$ cat src/rtl/fifo_wr_arbiter_if.sv
// Write-side bundle between two byte requesters, the arbiter and a FIFO.
// Latency: n/a (wires only).
// Backpressure: fifo_full on this bundle stalls the granted requester via reqN_ready.
//
// Modports:
//   master - requesters/FIFO side: drives valids, data and fifo_full
//   slave  - arbiter side: drives readies, FIFO strobe/data, grant, counters
interface fifo_wr_arbiter_if;
    logic       req0_valid;
    logic [7:0] req0_data;
    logic       req0_ready;
    logic       req1_valid;
    logic [7:0] req1_data;
    logic       req1_ready;
    logic       fifo_full;
    logic       fifo_wr_en;
    logic [7:0] fifo_data;
    logic [1:0] grant;
    logic [7:0] wr_cnt0;
    logic [7:0] wr_cnt1;

    modport master (
        output req0_valid, req0_data, req1_valid, req1_data, fifo_full,
        input  req0_ready, req1_ready, fifo_wr_en, fifo_data, grant,
               wr_cnt0, wr_cnt1
    );

    modport slave (
        input  req0_valid, req0_data, req1_valid, req1_data, fifo_full,
        output req0_ready, req1_ready, fifo_wr_en, fifo_data, grant,
               wr_cnt0, wr_cnt1
    );
endinterface

$ cat src/rtl/fifo_wr_arbiter.sv
// Two-requester round-robin burst arbiter feeding one FIFO write port.
// Latency: grant 1 cycle after valid is seen in IDLE, then one byte per cycle.
// Backpressure: fifo_full stalls the transfer and freezes grant and beat count.
//
// Ports:
//   clk  - single clock, all state on rising edge
//   rst  - asynchronous active-low reset
//   bus  - fifo_wr_arbiter_if.slave: req0/req1 valid/data/ready, fifo_full,
//          fifo_wr_en, fifo_data, grant (one-hot owner), wr_cnt0/wr_cnt1
// Optional feature: define FIFO_ARB_STATS_EN for saturating per-requester
// write counters; otherwise wr_cnt0/wr_cnt1 read as 8'h00.
module fifo_wr_arbiter #(
    parameter int unsigned BURST_LEN = 4   // 1..15 consecutive writes per grant
) (
    input logic            clk,
    input logic            rst,
    fifo_wr_arbiter_if.slave bus
);

    typedef enum logic [1:0] {
        IDLE   = 2'd0,
        GRANT0 = 2'd1,
        GRANT1 = 2'd2
    } state_t;

    localparam logic [3:0] BEAT_LAST = 4'(BURST_LEN - 1);

    state_t     state;
    logic [3:0] beat_cnt;
    logic       last_grant;   // requester that most recently entered a grant
    logic       xfer0;
    logic       xfer1;

    // Because reset clears state asynchronously, every output decoded from
    // state drops the moment rst falls, even mid-burst.
    assign xfer0 = (state == GRANT0) && bus.req0_valid && !bus.fifo_full;
    assign xfer1 = (state == GRANT1) && bus.req1_valid && !bus.fifo_full;

    assign bus.req0_ready = xfer0;
    assign bus.req1_ready = xfer1;
    assign bus.fifo_wr_en = xfer0 | xfer1;
    assign bus.grant      = {state == GRANT1, state == GRANT0};

    always_comb begin
        bus.fifo_data = 8'h00;
        case (state)
            GRANT0:  bus.fifo_data = bus.req0_data;
            GRANT1:  bus.fifo_data = bus.req1_data;
            default: bus.fifo_data = 8'h00;
        endcase
    end

    always_ff @(posedge clk or negedge rst) begin
        if (!rst) begin
            state      <= IDLE;
            beat_cnt   <= 4'd0;
            last_grant <= 1'b1;   // so requester 0 wins the first tie
        end else begin
            case (state)
                IDLE: begin
                    beat_cnt <= 4'd0;
                    if (bus.req0_valid && (!bus.req1_valid || last_grant)) begin
                        state      <= GRANT0;
                        last_grant <= 1'b0;
                    end else if (bus.req1_valid) begin
                        state      <= GRANT1;
                        last_grant <= 1'b1;
                    end
                end
                GRANT0: begin
                    // A full FIFO freezes everything, including burst-limit handover.
                    if (!bus.fifo_full) begin
                        if (!bus.req0_valid || beat_cnt == BEAT_LAST) begin
                            beat_cnt <= 4'd0;
                            if (bus.req1_valid) begin
                                state      <= GRANT1;
                                last_grant <= 1'b1;
                            end else if (!bus.req0_valid) begin
                                state <= IDLE;
                            end
                        end else begin
                            beat_cnt <= beat_cnt + 4'd1;
                        end
                    end
                end
                GRANT1: begin
                    if (!bus.fifo_full) begin
                        if (!bus.req1_valid || beat_cnt == BEAT_LAST) begin
                            beat_cnt <= 4'd0;
                            if (bus.req0_valid) begin
                                state      <= GRANT0;
                                last_grant <= 1'b0;
                            end else if (!bus.req1_valid) begin
                                state <= IDLE;
                            end
                        end else begin
                            beat_cnt <= beat_cnt + 4'd1;
                        end
                    end
                end
                default: begin
                    state    <= IDLE;
                    beat_cnt <= 4'd0;
                end
            endcase
        end
    end

`ifdef FIFO_ARB_STATS_EN
    logic [7:0] cnt0;
    logic [7:0] cnt1;

    always_ff @(posedge clk or negedge rst) begin
        if (!rst) begin
            cnt0 <= 8'h00;
            cnt1 <= 8'h00;
        end else begin
            if (xfer0 && cnt0 != 8'hFF) cnt0 <= cnt0 + 8'd1;
            if (xfer1 && cnt1 != 8'hFF) cnt1 <= cnt1 + 8'd1;
        end
    end

    assign bus.wr_cnt0 = cnt0;
    assign bus.wr_cnt1 = cnt1;
`else
    assign bus.wr_cnt0 = 8'h00;
    assign bus.wr_cnt1 = 8'h00;
`endif

endmodule

$ cat src/flat_wrapper.sv
// flat-port wrapper written by rule: the top's interface ports become plain ports
module fifo_wr_arbiter_flat 
#(
    parameter int unsigned BURST_LEN = 4                                        
)
  (clk, rst, bus_req0_valid, bus_req0_data, bus_req1_valid, bus_req1_data, bus_fifo_full, bus_req0_ready, bus_req1_ready, bus_fifo_wr_en, bus_fifo_data, bus_grant, bus_wr_cnt0, bus_wr_cnt1);
  fifo_wr_arbiter_if bus_i ();
  input logic clk;
  input logic rst;
  input wire logic [$bits(bus_i.req0_valid)-1:0] bus_req0_valid;
  input wire logic [$bits(bus_i.req0_data)-1:0] bus_req0_data;
  input wire logic [$bits(bus_i.req1_valid)-1:0] bus_req1_valid;
  input wire logic [$bits(bus_i.req1_data)-1:0] bus_req1_data;
  input wire logic [$bits(bus_i.fifo_full)-1:0] bus_fifo_full;
  output wire logic [$bits(bus_i.req0_ready)-1:0] bus_req0_ready;
  output wire logic [$bits(bus_i.req1_ready)-1:0] bus_req1_ready;
  output wire logic [$bits(bus_i.fifo_wr_en)-1:0] bus_fifo_wr_en;
  output wire logic [$bits(bus_i.fifo_data)-1:0] bus_fifo_data;
  output wire logic [$bits(bus_i.grant)-1:0] bus_grant;
  output wire logic [$bits(bus_i.wr_cnt0)-1:0] bus_wr_cnt0;
  output wire logic [$bits(bus_i.wr_cnt1)-1:0] bus_wr_cnt1;
  assign bus_i.req0_valid = bus_req0_valid;
  assign bus_i.req0_data = bus_req0_data;
  assign bus_i.req1_valid = bus_req1_valid;
  assign bus_i.req1_data = bus_req1_data;
  assign bus_i.fifo_full = bus_fifo_full;
  assign bus_req0_ready = bus_i.req0_ready;
  assign bus_req1_ready = bus_i.req1_ready;
  assign bus_fifo_wr_en = bus_i.fifo_wr_en;
  assign bus_fifo_data = bus_i.fifo_data;
  assign bus_grant = bus_i.grant;
  assign bus_wr_cnt0 = bus_i.wr_cnt0;
  assign bus_wr_cnt1 = bus_i.wr_cnt1;
  fifo_wr_arbiter #(.BURST_LEN(BURST_LEN)) u_core (.clk(clk), .rst(rst), .bus(bus_i));
endmodule
$ cat config.mk
export PLATFORM = sky130hd
export DESIGN_NAME = fifo_wr_arbiter_flat
export DESIGN_NICKNAME = d
export VERILOG_FILES = /design/src/rtl/fifo_wr_arbiter_if.sv /design/src/rtl/fifo_wr_arbiter.sv /design/src/flat_wrapper.sv
export SDC_FILE = /design/constraint.sdc
export NUM_CORES = 1
export LEC_CHECK = 0
export BUFFER_PORTS_ARGS = -buffer_cell sky130_fd_sc_hd__clkbuf_2
export CAP_MARGIN = 10
export CORE_ASPECT_RATIO = 0.7
export CORE_MARGIN = 8
export CORE_UTILIZATION = 39
export CTS_CLUSTER_SIZE = 16
export DETAILED_ROUTE_END_ITERATION = 8
export GPL_TIMING_DRIVEN = 0
export PLACE_DENSITY_LB_ADDON = 0.25
export SYNTH_ARGS = -nofsm -noshare
export SYNTH_HDL_FRONTEND = slang
export SYNTH_SLANG_ARGS = --single-unit
$ cat constraint.sdc
create_clock -name clk -period 2.1 [get_ports clk]
set_clock_uncertainty 0.15 [all_clocks]
set_input_delay 0.315 -clock clk [delete_from_list [all_inputs] [get_ports clk]]
set_output_delay 0.315 -clock clk [all_outputs]
set_load 0.01 [all_outputs]
* After elaboration in Yosys (flattened, before gate mapping)
Index checks and enable logic that the tools add are counted.
** Word-level totals
- Bits in registers :: 7
- Input bits :: 21
- Output and inout port bits :: 29
** Operators by class
- Add/sub/neg operators :: 1
- Equality and inequality tests :: 11
- Multiplexer cells :: 25
- Bitwise operators :: 1
- Reduce and logical (&&, ||, !) cells :: 16
** Operators with widths (number)
- 2-bit two-way mux :: 10
- 4-bit two-way mux :: 4
- 8-bit one-hot mux with 2 select lines :: 1
- 4-bit one-hot mux with 2 select lines :: 1
- 1-bit two-way mux :: 7
- 7-bit AND reduction :: 1
- 2-bit != test (second input constant) :: 3
- 3-bit != test (second input constant) :: 2
- 2-bit one-hot mux with 3 select lines :: 1
- 6-bit AND reduction :: 1
- 1-bit logical AND :: 5
- 4-bit by 1-bit adder with 4-bit output (second input constant) :: 1
- 4-bit by 2-bit == test with 1-bit output (second input constant) :: 1
- 2-bit by 1-bit != test with 1-bit output (second input constant) :: 2
- 1-bit zero test :: 3
- 1-bit logical OR :: 3
- 3-bit by 2-bit != test with 1-bit output (second input constant) :: 1
- 1-bit one-hot mux with 3 select lines :: 1
- 3-bit nonzero test :: 1
- 2-bit by 1-bit == test with 1-bit output (second input constant) :: 1
- 2-bit == test (second input constant) :: 1
- 2-bit zero test :: 1
- 2-bit AND reduction :: 1
- 1-bit bitwise OR :: 1

* Logic depth before layout (Yosys ltp)
- Word-level depth :: 5
- Depth in mapped cells :: 7
- Depth with buffers taken out :: 6

* Worst setup path after synthesis
No wires, ideal clock.
- Path type :: register to register
- Start point :: register u_core.state[0]
- End point :: register u_core.state[0]
- Setup time :: 125 ps
- Arrival time :: 1667 ps
- Required time :: 1825 ps
- Setup slack :: 158 ps
- Stages on the path, launching flop included :: 7
- Path buffers :: 0
- Cell sequence :: dfrtp_1 inv_1 ha_1 o21a_4 o21ba_4 o221a_2 mux2_4
** Between the ends
- Longest elaborated chain between the ends :: 3
- Elaborated cells between the ends (all ways) :: 12
** RTL lines
- from (decl) :: RTL line fifo_wr_arbiter.sv:28 : state_t state;
- from (signal assigned) :: RTL line fifo_wr_arbiter.sv:55 : state <= IDLE;
- from (signal assigned) :: RTL line fifo_wr_arbiter.sv:63 : state <= GRANT0;
- from (signal assigned) :: RTL line fifo_wr_arbiter.sv:66 : state <= GRANT1;
- 2-bit == test *
- net bus_grant[1] :: RTL line flat_wrapper.sv:19 : output wire logic [$bits(bus_i.grant)-1:0] bus_grant;
- 3-bit != test (no line), or another cell as far along
- 7-bit AND reduction (no line)
The timed path passes the listed nets; every way through them passes the cells marked *.
A chain may end at the register's enable or synchronous reset.

* Worst setup path after layout
- Start point :: register u_core.state[0]
- End point :: register u_core.state[1]
** Between the ends
- Longest elaborated chain between the ends :: 3
- Elaborated cells between the ends (all ways) :: 12
** RTL lines
- 2-bit by 1-bit == test with 1-bit output, or another cell as far along :: RTL line fifo_wr_arbiter.sv:59 : case (state)
- 3-bit != test (no line), or another cell as far along
- 7-bit AND reduction (no line)
Parallel ways exist; a longest one is shown, timed or not.

==> summary.txt <==
Synth
  – Ys flop type: dfrtp_1
  – Synth area leader: dfrtp_1
  – YS warnings: 0
  – Synthesized area: 747 um^2
  – Mapped Cells: 92
  – Post-synthesis register bit count: 7
  – Async SR Flop Fraction: 100%
  – Post-synth top cells: 16 x buf_4, 10 x nor2_1, 8 x a22oi_1
  – Unique masters post-synth: 27
  – Area share of the largest cell type after synthesis: 20.1%
  – Avg Cell Area, Syn: 8.12 um^2
  – Synth top area cells: dfrtp_1 20%, buf_4 16%, ha_1 8.4%
  – Seq/Total Area, Yosys: 23.6%
  – Number of synthesized flops with an enable pin: 0
  – Most numerous cell in the Yosys netlist: buf_4

Die
  – Core area: 0.00184 mm^2
  – Die H: 52.6 um
  – Ports: 50
  – Die X: 68.3 um
  – Full die area: 0.00359 mm^2
  – Rows: 13
  – Starting Density: 40.6%

Global routing
  – Total congestion overflow: 0
  – First-pass GRT wire length: 3.57 mm
  – Largest net degree at the start of global routing: 13
  – Initial antenna violation count: 0
  – GRT Overall Usage: 12.7%
  – Vias in the first global route: 804

Finish
  – Synth-to-layout area growth: 44.6%
  – Layout Nets: 171
  – Layout cell share with drive strength beyond 1: 47.9%
  – ANT cells: 0
  – Final core area utilization: 58.7%

STA
  – Final Slew Violations: 0
  – Final Cycle Share: 93.5%
  – Fmax: 509 MHz
  – RSZ-0062 raised after global routing: false
  – Setup TNS: 0 ns
  – Tmin final: 1.96 ns
  – Final hold vios: 0
  – Final WS setup: 0.136 ns
  – Final setup viols: 0

Setup path
  – Worst r2r src: u_core.state[0]$_DFFE_PN0P_
  – CP Cell Sequence: inv_2 -> ha_4 -> o21a_4 -> o21ba_4 -> o221a_2 -> mux2_4
  – R2R cell count: 6
  – Reg2reg setup slack: 0.14 ns
  – Crit Path Class: register to register
  – Worst-path fanout max: 15
  – Critical Path RT: 2.08 ns
  – Crit end category: register
  – CP bufs+invs: 1
  – Worst R2R End: u_core.state[1]$_DFFE_PN0P_
  – Critical Path Max Stage Delay: 0.41 ns
  – Crit path max-delay family: compound AO/OA/AOI/OAI gates
  – CP startpoint kind: register
  – WP data arrival: 1.95 ns
  – Slowest stage cell, crit path: dfrtp_2

Placed design
  – Place WS: 0.0134 ns
  – Post-DP HPWL: 1.82 mm
  – PortBufs: 33
  – Routability cong.: 0.800

Clocking
  – Number of H-tree levels: 1
  – CTS Buffer Depth: 2
  – Total clock sinks: 7
  – Clk slew on worst S/H paths: 0.05 ns
  – Worst-Skew Late Latency: 0.25 ns
  – Setup repair bufs after CTS: 0
  – CTS Buf Count: 3
  – CTS tree: yes
  – Root Buffer: clkbuf_4

Routing
  – Drt first pass iters: 4
  – Antenna-violating nets left: 0
  – Detailed-route DRC error count: 0
  – Routed WL: 2.08 mm
  – Vias: 777
  – DR iter-0 viols: 26
  – Routed WL per cell: 12.5 um
  – Vias per cell: 4.68

Worst hold path
  – Worst hold stages: 3
  – Hold path startpoint: bus_req1_valid
  – Min-delay worst type: input port to register
  – Hold Path End: u_core.last_grant$_DFFE_PN1P_

Power
  – Lkg Pwr: 0.000572 uW
  – Peak VDD IR: 1080 uV
  – PwrDens: 1110 mW/mm^2

Run status
  – Status: finished, final reports clean

Job
  – Max_cap viols: 0
cell usage in the layout, fill, tap and decap left out, drive strengths merged:
cell type	netlist	routed
clkbuf	3	37
buf	16	17
conb	1	16
nor2	10	10
a22oi	9	9
nand2	6	6
o21ai	6	6
dfrtp	6	6
ha	5	5
a21oi	4	4
nor3	4	4
inv	4	3
clkinvlp	0	2
nand2b	2	2
nand3	2	2
mux2	2	2
a31oi	2	2
o21a	1	1
nor3b	1	1
a21o	1	1
a22o	1	1
or2b	1	1
mux2i	1	1
o21ba	1	1
o221a	1	1
nor2b	1	1
dlygate4sd3	0	1
dfstp	1	1
metrics by stage:
stage | cells | hold slack, ns | total power [uW] | cell area, um^2
after global placement | 162 | 0.00815 | 933 | 996
after CTS | 166 | 0.251 | 1090 | 1040
final | 166 | 0.255 | 1200 | 1080
after global routing | 166 | 0.298 | 1310 | 1080
after floorplan | 107 | -0.131 | 752 | 803
after detailed placement | 162 | 0.0111 | 955 | 996
kinds of logic after synthesis:
kind of cell | after synthesis | share of synthesized area, %
AND/OR/NAND/NOR | 27 | 16.6
AO/OA/AOI/OAI | 26 | 26.0
buffers and inverters | 23 | 19.6
flip-flops | 7 | 23.6
adder cells (fa/ha/maj) | 5 | 8.38
multiplexers | 3 | 5.36
other | 1 | 0.502
final cells by class:
type | count | area (um^2)
buffer | 17 | 128
clock buffer | 4 | 26.3
fill | 170 | 758
inverter | 4 | 18.8
multi-input combinational | 77 | 518
sequential | 7 | 179
tap | 22 | 27.5
timing repair buffer | 34 | 175
timing repair inverter | 1 | 7.51
metal layers:
layer / wire length [um] / global-route usage [%] / vias to the layer above
met1: 863 / 14.3 / 353
met2: 1060 / 22.6 / 23
met4: 36 / 4.07 / 0
met5: 0 / 0 / -
met3: 120 / 3.42 / 5
li1: - / - / 396
report_power, final:
part / switching (uW) / internal [uW] / leakage (uW)
sequential: 49.6 / 184 / 0.0000888
combinational: 442 / 400 / 0.000468
clock: 47.7 / 72.4 / 0.0000150
sequential cells by signal, indices dropped and copies added (netlist names):
register	count
u_core.beat_cnt	4
u_core.last_grant	1
u_core.state	2
how the worst max path moves through the flow:
stage          slack [ns]                        start                          end  cells after the start
3_3_place_gp         0.07  u_core.state[0]$_DFFE_PN0P_               bus_fifo_wr_en                      6
5_1_grt              0.02  u_core.state[1]$_DFFE_PN0P_             bus_fifo_data[7]                      6
4_1_cts             0.008  u_core.state[0]$_DFFE_PN0P_               bus_fifo_wr_en                      6
3_5_place_dp         0.01  u_core.state[0]$_DFFE_PN0P_             bus_fifo_data[7]                      6
6_report             0.14  u_core.state[0]$_DFFE_PN0P_  u_core.state[1]$_DFFE_PN0P_                      6
2_1_floorplan        0.16  u_core.state[0]$_DFFE_PN0P_  u_core.state[0]$_DFFE_PN0P_                      6
worst min-delay path, delay by kind of cell:
family                 cells  cell delay (ns)
buffers and inverters      1             0.14
AO/OA/AOI/OAI              2             0.19
what timing repair did:
action	4_1_cts	5_1_grt
setup endpoints to repair	10	10
cloned	0	1
hold buffers	1	0
endpoints found under the hold margin	7	0
resized for setup	6	11
(Power assumes the default switching activity.)
